$ cat src/rtl/mem_responder_pkg.sv
// Shared encodings for the mem_responder slice: command codes, FSM states and I/O addresses.
package mem_responder_pkg;

    typedef enum logic [1:0] {
        MNONE    = 2'b00,
        MREAD    = 2'b01,
        MWRITE   = 2'b10,
        MILLEGAL = 2'b11
    } mem_cmd_e;

    typedef enum logic [1:0] {
        IDLE = 2'b00,
        RD1  = 2'b01,
        RD2  = 2'b10
    } state_e;

    localparam logic [8:0] IO_LEDR_ADDR = 9'h100;
    localparam logic [8:0] IO_SW_ADDR   = 9'h140;

endpackage

$ cat src/rtl/mem_responder_if.sv
// Controller-to-responder memory bus, grouped so master and slave views are explicit.
interface mem_responder_if #(
    parameter int DATA_W = 16,
    parameter int ADDR_W = 9
);
    // No valid/ready pair: mem_cmd is sampled on every rising edge; read_data follows an MREAD by
    // one edge, and rd_valid rises only once the same address has been held for a second MREAD.
    logic [1:0]        mem_cmd;
    logic [ADDR_W-1:0] mem_addr;
    logic [DATA_W-1:0] write_data;
    logic [DATA_W-1:0] read_data;
    logic              rd_valid;
    logic              proto_err;

    modport master (
        output mem_cmd, mem_addr, write_data,
        input  read_data, rd_valid, proto_err
    );

    modport slave (
        input  mem_cmd, mem_addr, write_data,
        output read_data, rd_valid, proto_err
    );
endinterface

$ cat src/rtl/mem_responder_ram_sync.sv
// Single-port RAM with synchronous write and registered synchronous read; contents have no reset.
module ram_sync #(
    parameter int DEPTH = 256,
    parameter int WIDTH = 16,
    parameter int AW    = $clog2(DEPTH)
) (
    input  logic             clk,
    input  logic             we_i,
    input  logic             re_i,
    input  logic [AW-1:0]    addr_i,
    input  logic [WIDTH-1:0] wdata_i,
    output logic [WIDTH-1:0] rdata_o
);
    logic [WIDTH-1:0] mem_q [DEPTH];
    logic [WIDTH-1:0] rdata_q;

    always_ff @(posedge clk) begin
        if (we_i) begin
            mem_q[addr_i] <= wdata_i;
        end
        if (re_i) begin
            rdata_q <= mem_q[addr_i];
        end
    end

    assign rdata_o = rdata_q;
endmodule

$ cat src/rtl/mem_responder.sv
// Memory responder: RAM below 0x100, optional switch/LED I/O (MEM_RESPONDER_IO_EN), read-hold FSM.
module mem_responder
    import mem_responder_pkg::*;
#(
    parameter int DATA_W    = 16,
    parameter int ADDR_W    = 9,
    parameter int RAM_DEPTH = 256
) (
    input  logic                  clk,
    input  logic                  reset,
    mem_responder_if.slave        bus,
    input  logic [7:0]            sw,
    output logic [7:0]            LEDR,
    output state_e                dbg_state_o
);
    localparam int RAM_AW = $clog2(RAM_DEPTH);

    mem_cmd_e          cmd;
    logic              is_ram;
    logic              is_sw_rd;
    logic              is_led_wr;
    logic              ram_we;
    logic              ram_re;
    logic [DATA_W-1:0] ram_rdata;

    state_e            state_q;
    logic [ADDR_W-1:0] addr_q;
    logic              rd_valid_q;
    logic              proto_err_q;
    logic              from_ram_q;
    logic [DATA_W-1:0] reg_data_q;

    assign cmd    = mem_cmd_e'(bus.mem_cmd);
    assign is_ram = ~bus.mem_addr[8];

`ifdef MEM_RESPONDER_IO_EN
    logic [7:0] ledr_q;

    assign is_sw_rd  = (bus.mem_addr == ADDR_W'(IO_SW_ADDR));
    assign is_led_wr = (bus.mem_addr == ADDR_W'(IO_LEDR_ADDR));

    always_ff @(posedge clk or posedge reset) begin
        if (reset) begin
            ledr_q <= '0;
        end else if (cmd == MWRITE && is_led_wr) begin
            ledr_q <= bus.write_data[7:0];
        end
    end

    assign LEDR = ledr_q;
`else
    logic unused_io;

    assign is_sw_rd  = 1'b0;
    assign is_led_wr = 1'b0;
    assign unused_io = ^{sw, is_led_wr};
    assign LEDR      = '0;
`endif

    // Gating with reset keeps an access that coincides with reset from touching the RAM.
    assign ram_we = ~reset && (cmd == MWRITE) && is_ram;
    assign ram_re = ~reset && (cmd == MREAD) && is_ram;

    ram_sync #(
        .DEPTH (RAM_DEPTH),
        .WIDTH (DATA_W)
    ) u_ram (
        .clk     (clk),
        .we_i    (ram_we),
        .re_i    (ram_re),
        .addr_i  (bus.mem_addr[RAM_AW-1:0]),
        .wdata_i (bus.write_data),
        .rdata_o (ram_rdata)
    );

    always_ff @(posedge clk or posedge reset) begin
        if (reset) begin
            state_q     <= IDLE;
            addr_q      <= '0;
            rd_valid_q  <= 1'b0;
            proto_err_q <= 1'b0;
            from_ram_q  <= 1'b0;
            reg_data_q  <= '0;
        end else begin
            case (cmd)
                MREAD: begin
                    from_ram_q <= is_ram;
                    reg_data_q <= is_sw_rd ? DATA_W'(sw) : '0;
                    addr_q     <= bus.mem_addr;
                    if (state_q != IDLE && bus.mem_addr != addr_q) begin
                        // Address moved under a held read: flag it and start counting again.
                        proto_err_q <= 1'b1;
                        state_q     <= RD1;
                        rd_valid_q  <= 1'b0;
                    end else if (state_q == IDLE) begin
                        state_q    <= RD1;
                        rd_valid_q <= 1'b0;
                    end else begin
                        state_q    <= RD2;
                        rd_valid_q <= 1'b1;
                    end
                end
                MILLEGAL: begin
                    proto_err_q <= 1'b1;
                    state_q     <= IDLE;
                    rd_valid_q  <= 1'b0;
                end
                default: begin
                    state_q    <= IDLE;
                    rd_valid_q <= 1'b0;
                end
            endcase
        end
    end

    // RAM data is already registered inside ram_sync; non-RAM reads land in reg_data_q.
    assign bus.read_data = from_ram_q ? ram_rdata : reg_data_q;
    assign bus.rd_valid  = rd_valid_q;
    assign bus.proto_err = proto_err_q;
    assign dbg_state_o   = state_q;
endmodule

$ cat src/flat_wrapper.sv
// flat-port wrapper written by rule: the top's interface ports become plain ports
module mem_responder_flat import mem_responder_pkg::*;
#(
    parameter int DATA_W    = 16,
    parameter int ADDR_W    = 9,
    parameter int RAM_DEPTH = 256
)
  (clk, reset, sw, LEDR, dbg_state_o, bus_mem_cmd, bus_mem_addr, bus_write_data, bus_read_data, bus_rd_valid, bus_proto_err);
  mem_responder_if #(.DATA_W(DATA_W), .ADDR_W(ADDR_W)) bus_i ();
  input  logic clk;
  input  logic reset;
  input  logic [7:0] sw;
  output logic [7:0] LEDR;
  output state_e dbg_state_o;
  input wire logic [$bits(bus_i.mem_cmd)-1:0] bus_mem_cmd;
  input wire logic [$bits(bus_i.mem_addr)-1:0] bus_mem_addr;
  input wire logic [$bits(bus_i.write_data)-1:0] bus_write_data;
  output wire logic [$bits(bus_i.read_data)-1:0] bus_read_data;
  output wire logic [$bits(bus_i.rd_valid)-1:0] bus_rd_valid;
  output wire logic [$bits(bus_i.proto_err)-1:0] bus_proto_err;
  assign bus_i.mem_cmd = bus_mem_cmd;
  assign bus_i.mem_addr = bus_mem_addr;
  assign bus_i.write_data = bus_write_data;
  assign bus_read_data = bus_i.read_data;
  assign bus_rd_valid = bus_i.rd_valid;
  assign bus_proto_err = bus_i.proto_err;
  mem_responder #(.DATA_W(DATA_W), .ADDR_W(ADDR_W), .RAM_DEPTH(RAM_DEPTH)) u_core (.clk(clk), .reset(reset), .bus(bus_i), .sw(sw), .LEDR(LEDR), .dbg_state_o(dbg_state_o));
endmodule
$ cat config.mk
export PLATFORM = sky130hd
export DESIGN_NAME = mem_responder_flat
export DESIGN_NICKNAME = d
export VERILOG_FILES = /design/src/rtl/mem_responder_pkg.sv /design/src/rtl/mem_responder_if.sv /design/src/rtl/mem_responder_ram_sync.sv /design/src/rtl/mem_responder.sv /design/src/flat_wrapper.sv
export SDC_FILE = /design/constraint.sdc
export NUM_CORES = 2
export LEC_CHECK = 0
export ABC_AREA = 0
export CAP_MARGIN = 20
export CORE_ASPECT_RATIO = 0.8
export CORE_MARGIN = 3
export CORE_UTILIZATION = 30
export DETAILED_ROUTE_END_ITERATION = 10
export DONT_BUFFER_PORTS = 1
export PLACE_DENSITY = 0.53
export SLEW_MARGIN = 20
export SYNTH_ARGS = -nofsm -noshare
export SYNTH_HDL_FRONTEND = slang
export SYNTH_SLANG_ARGS = --single-unit
$ cat constraint.sdc
create_clock -name clk -period 5.9 [get_ports clk]
set_clock_uncertainty 0.15 [all_clocks]
set_input_delay 1.77 -clock clk [delete_from_list [all_inputs] [get_ports clk]]
set_output_delay 1.77 -clock clk [all_outputs]
set_load 0.01 [all_outputs]
* After elaboration in Yosys (flattened, before gate mapping)
Memories as Yosys holds them, arrays and structs flattened. A register that Yosys moved wholly into a read port is not among the register bits.
Index checks and enable logic that the tools add are counted.
Widths: inputs -> output; s select.
** Word-level totals
- Register bits after elaboration :: 14
- Output and inout port bits :: 28
- Word-level logic and storage cells :: 33
- Latch bits :: 0
- Bits in read-only memories :: 0
- RAM bits :: 4096
- Memories kept :: 1
** Operators by class
- Magnitude comparators :: 0
- $add $sub $neg :: 0
- Shift operators :: 0
- Multiplexer cells :: 11
- Multiply operators :: 0
- Equality and inequality tests :: 5
- Divide/modulo/power cells :: 0
- Bitwise logic cells :: 2
- Reduce and logical (&&, ||, !) cells :: 9
** Memory list
- u_core.u_ram.mem_q :: depth 256, width 16, rd ports 1, clocked after memory_dff 1, write ports 1, line mem_responder_ram_sync.sv:14 : logic [WIDTH-1:0] mem_q [DEPTH];
** Operators by type and width (number)
- $mux 16 :: 1
- $ne 9x9->1 :: 1
- $mux 1 :: 6
- $mux 2 :: 3
- $logic_and 1x1->1 :: 5
- $eq 2x2->1 const B :: 2
- $reduce_bool 2->1 :: 2
- $eq 2x1->1 const B :: 1
- $logic_not 2->1 :: 1
- $ne 2x2->1 const B :: 1
- $not 1->1 :: 2
- $pmux 1 s2 :: 1
- $reduce_and 2->1 :: 1

* Depth between registers and ports, before layout
- Word-level depth :: 5
- Gate-level depth with buffers :: 9
- Gate-level depth less buffers :: 5

* Cells and area by module
A second synthesis with hierarchy kept.
** Unflattened totals
- Cell total of the unflattened synthesis :: 6821
- Area, all modules :: 156353.7 um2
** By module, submodules not included
- ram_sync :: area each 155559.2 um2, cells an instance 6727, times used 1, seq. area each 123478.4 um2
- mem_responder :: area each 794.5 um2, cells an instance 94, times used 1, seq. area each 325.3 um2

* Worst setup path before layout
Ideal clock, no wire load.
- Path kind :: input to register
- From :: in bus_mem_addr[1]
- To :: mem u_core.u_ram.mem_q[114][0] (enable)
- Library setup time :: 0.388 ns
- Buffers on the path :: 5
- Stages on the path :: 9
- Data required time :: 5.362 ns
- Path slack :: 1.436 ns
- Data arrival time :: 3.926 ns
- Cells stage by stage :: clkbuf_1 > buf_2 > clkbuf_1 > buf_2 > nand2_1 > nor2_1 > nand2_1 > clkbuf_1 > nor2_1
** RTL lines
- from (decl) :: line flat_wrapper.sv:16 : input wire logic [$bits(bus_i.mem_addr)-1:0] bus_mem_addr;
- to (decl) :: line mem_responder_ram_sync.sv:14
No word-level cell before the write port.

==> results by group <==
Power
  – PwrDens: 327 mW/mm²
  – Max rail drop VDD: 0.000247 V
  – Total power: 59.1 mW
  – Pleak: 54.7 nW

Global routing
  – First-pass GRT wire length: 576,000 µm
  – Initial antenna violation count: 24
  – GR Util All Layers: 0.151
  – Vias in the first global route: 74,300
  – Largest net degree at the start of global routing: 257
  – GRT Residual Overflow: 0

Die
  – Std cell rows: 236
  – Core area: 0.518 mm²
  – Die Y: 651 µm
  – Initial core utilization: 0.302
  – DIE WIDTH: 813 µm
  – Die area: 0.529 mm²
  – I/O Pins: 65

Critical path
  – Crit-path max cell delay: 0.56 ns
  – CP Max Fanout: 56
  – Worst endpoint required time: 6.43 ns
  – Crit path max-delay family: buffers and inverters
  – Crit path buf inv count: 7
  – Crit Path Category: in -> reg
  – CP Capture Type: register
  – WP data arrival: 6.09 ns
  – Crit-path cells: buf_16, buf_16, buf_16, buf_16, buf_16, mux4_2, a22oi_1, a21oi_1, buf_4, o41ai_2, buf_4, nand4_1
  – Critical path's slowest cell: mux4_2
  – Cell mode on critical path: buf_16
  – Worst setup SP type: primary input

Clocking
  – Total CTS buffers: 383
  – Clock-pin slew on the worst setup and hold paths: 0.06 ns
  – Worst-Skew Late Latency: 0.96 ns
  – Sink Count: 4,125
  – CTS HTree Levels: 5
  – Postcts setup bufs: 0
  – CTS tree: done
  – Root buf cell: clkbuf_16
  – Max Buffers Root-to-Sink: 4
  – CTS Hold Bufs: 0

Synth
  – Avg Cell Area, Syn: 23.0 µm²
  – Synthesized area: 0.156 mm²
  – #FFs+latches synth: 4,125
  – Cells after Synth: 6,800
  – Register area share after synthesis: 0.793
  – Synth unique cells: 32
  – Yosys warns: 0

STA
  – Slew @ Worst Pin: 1.81 ns
  – Rel. slew slack: -0.205
  – Tcrit/Tclk final: 0.942
  – Setup violators final: 0
  – Final hold viol count: 0
  – RSZ-0062 raised after global routing: no
  – Max-slew violation count: 148
  – Setup ws final: 0.342 ns
  – Max Freq: 180 MHz
  – Tmin final: 5.56 ns

Detailed routing
  – DR WL/cell: 28.4 µm
  – Detailed Route WL: 413,000 µm
  – Via count: 74,800
  – DR vias/cell: 5.13
  – 1st-pass router iterations: 5
  – ANT nets after route: 0
  – Drt drc: 0
  – First DRT Iteration DRCs: 9,196

Final layout
  – Seq. cell area: 0.124 mm²
  – # nets final: 7,384
  – Fillers: 47,400
  – Finished Core Util: 0.349
  – Layout area overhead: 15.7%
  – Fraction of layout cells with a size suffix above 1: 0.286
  – Area occupied by multi-input gates: 0.0308 mm²

Placed design
  – Pre-CTS WS: -1.29 ns
  – # port buffers: 0
  – DP HPWL: 219,000 µm
  – RePlAce Congestion: 0.778

Status
  – Failing checks: max-slew violations
  – Status: finished, violations left

Hold path
  – Min-Delay Path Class: reg -> reg

Flow run
  – Max-cap violations: 0
==> cell type report <==
class                      instances  area share
multi-input combinational       2255       0.171
tap                             6902      0.0478
timing repair buffer             581      0.0290
sequential                      4125       0.685
inverter                           1   0.0000208
clock buffer                     473      0.0557
clock inverter                   204      0.0114
antenna                           19    0.000263
==> cell usage after synthesis <==
| master | count | area [µm²] |
|---|---|---|
| buf_4 | 26 | 195 |
| buf_2 | 71 | 355 |
| nor4b_1 | 1 | 8.76 |
| a21oi_1 | 257 | 1290 |
| conb_1 | 1 | 3.75 |
| nand2_1 | 57 | 214 |
| nand4_1 | 17 | 106 |
| inv_1 | 1 | 3.75 |
| nand3_1 | 5 | 25.0 |
| and3_1 | 1 | 6.26 |
| and3b_1 | 1 | 8.76 |
| mux4_2 | 1024 | 23100 |
| or2_2 | 1 | 6.26 |
| buf_6 | 26 | 293 |
| o41ai_1 | 64 | 561 |
| xor2_1 | 2 | 17.5 |
| clkbuf_1 | 262 | 983 |
| nor2b_1 | 7 | 43.8 |
| nand2b_1 | 3 | 18.8 |
| and2_1 | 19 | 119 |
| buf_1 | 41 | 154 |
| nor4_1 | 1 | 6.26 |
| nor3b_1 | 1 | 7.51 |
| dfrtp_1 | 13 | 325 |
| o21ai_0 | 1 | 5.00 |
| a21o_1 | 1 | 7.51 |
| a22oi_1 | 512 | 3840 |
| o21bai_1 | 1 | 7.51 |
| xnor2_1 | 7 | 61.3 |
| nor3_1 | 1 | 5.00 |
| edfxtp_1 | 4112 | 123000 |
| nor2_1 | 263 | 987 |
==> flip-flops by register name, summed over array words and instances, names as in the netlist <==
signal,count
u_core.addr_q,9
u_core.bus.proto_err,1
u_core.bus.rd_valid,1
u_core.dbg_state_o,1
u_core.from_ram_q,1
u_core.u_ram.mem_q,4096
u_core.u_ram.rdata_o,16
==> layout by cell type (no fill, tap or decap), drive strengths merged, types with 2 or more instances in the layout <==
cell type | Yosys | final
buf | 164 | 574
bufinv | 0 | 36
conb | 1 | 8
clkinvlp | 0 | 12
a21oi | 257 | 257
nor2 | 263 | 263
a22oi | 512 | 512
dfrtp | 13 | 13
nor2b | 7 | 7
edfxtp | 4112 | 4112
nand4 | 17 | 17
nand2 | 57 | 57
clkinv | 0 | 149
nand2b | 3 | 3
xnor2 | 7 | 7
clkbuf | 262 | 479
and2 | 19 | 19
o41ai | 64 | 64
mux4 | 1024 | 1024
inv | 1 | 8
nand3 | 5 | 5
diode | 0 | 19
xor2 | 2 | 2
==> routing by layer <==
layer  vias to the layer above  part of all wire  GRT usage
met5                         -          0.000082          0
met4                         6             0.018     0.0297
met3                       428             0.085     0.0329
met2                      3032              0.46      0.229
met1                     40900              0.44      0.224
li1                      30400                 -          -
==> logic make-up (layout without fill, tap and decap cells) <==
| group | count (synthesis) | in the layout | synth area share |
|---|---|---|---|
| XOR/XNOR | 9 | 9 | 0.000505 |
| flip-flops | 4125 | 4125 | 0.793 |
| AND/OR/NAND/NOR | 378 | 378 | 0.0100 |
| AO/OA/AOI/OAI | 836 | 836 | 0.0366 |
| multiplexers | 1024 | 1024 | 0.148 |
| other | 1 | 27 | 0.0000240 |
| buffers and inverters | 427 | 1259 | 0.0127 |
==> metrics by stage <==
stage | std cells | setup TNS, ns | hold slack (ns) | cell area (µm²)
2_1_floorplan | 6807 | 0 | 0.314 | 156000
3_3_place_gp | 13800 | -17.83 | 0.358 | 168000
3_5_place_dp | 13800 | -17.20 | 0.338 | 168000
4_1_cts | 14500 | 0 | 0.353 | 180000
5_1_grt | 14500 | 0 | 0.370 | 181000
6_report | 14600 | 0 | 0.355 | 181000
==> power by group <==
| group | total [mW] | switching (mW) | internal [mW] |
|---|---|---|---|
| combinational | 2.27 | 1.30 | 0.961 |
| sequential | 32.3 | 0.0139 | 32.3 |
| clock | 24.5 | 10.8 | 13.7 |
| total | 59.1 | 12.2 | 46.9 |
==> worst reg2reg max path: cells and delay by family (launching register included) <==
kind	cells	cell delay, ns
AOI/OAI and AO/OA	3	1.53
buffers and inverters	2	0.48
muxes	1	0.47
DFF	1	0.37
and+or+nand+nor	1	0.08
==> path summary, 6_finish.rpt <==
kind                                                  from                 endpoint  slack [ns]  cells past startpoint
worst max register to register  u_core.u_ram.mem_q[254][1]  u_core.u_ram.rdata_o[1]        2.60                      7
worst min-delay path                      u_core.addr_q[5]         u_core.addr_q[5]        0.35                      2
worst max-delay path                       bus_mem_addr[0]  u_core.u_ram.rdata_o[6]        0.34                     12
max in group asynchronous                            reset         u_core.addr_q[6]        4.68                      1
worst min register to register            u_core.addr_q[5]         u_core.addr_q[5]        0.35                      2
min in group asynchronous                            reset        u_core.from_ram_q        0.59                      1
==> what timing repair did <==
| action | 4_1_cts | 5_1_grt |
|---|---|---|
| pin swaps | 0 | 0 |
| endpoints found under the setup margin | 10 | 16 |
| cloned | 1 | 6 |
| resized for setup | 0 | 1 |
(Power assumes the default switching activity.)
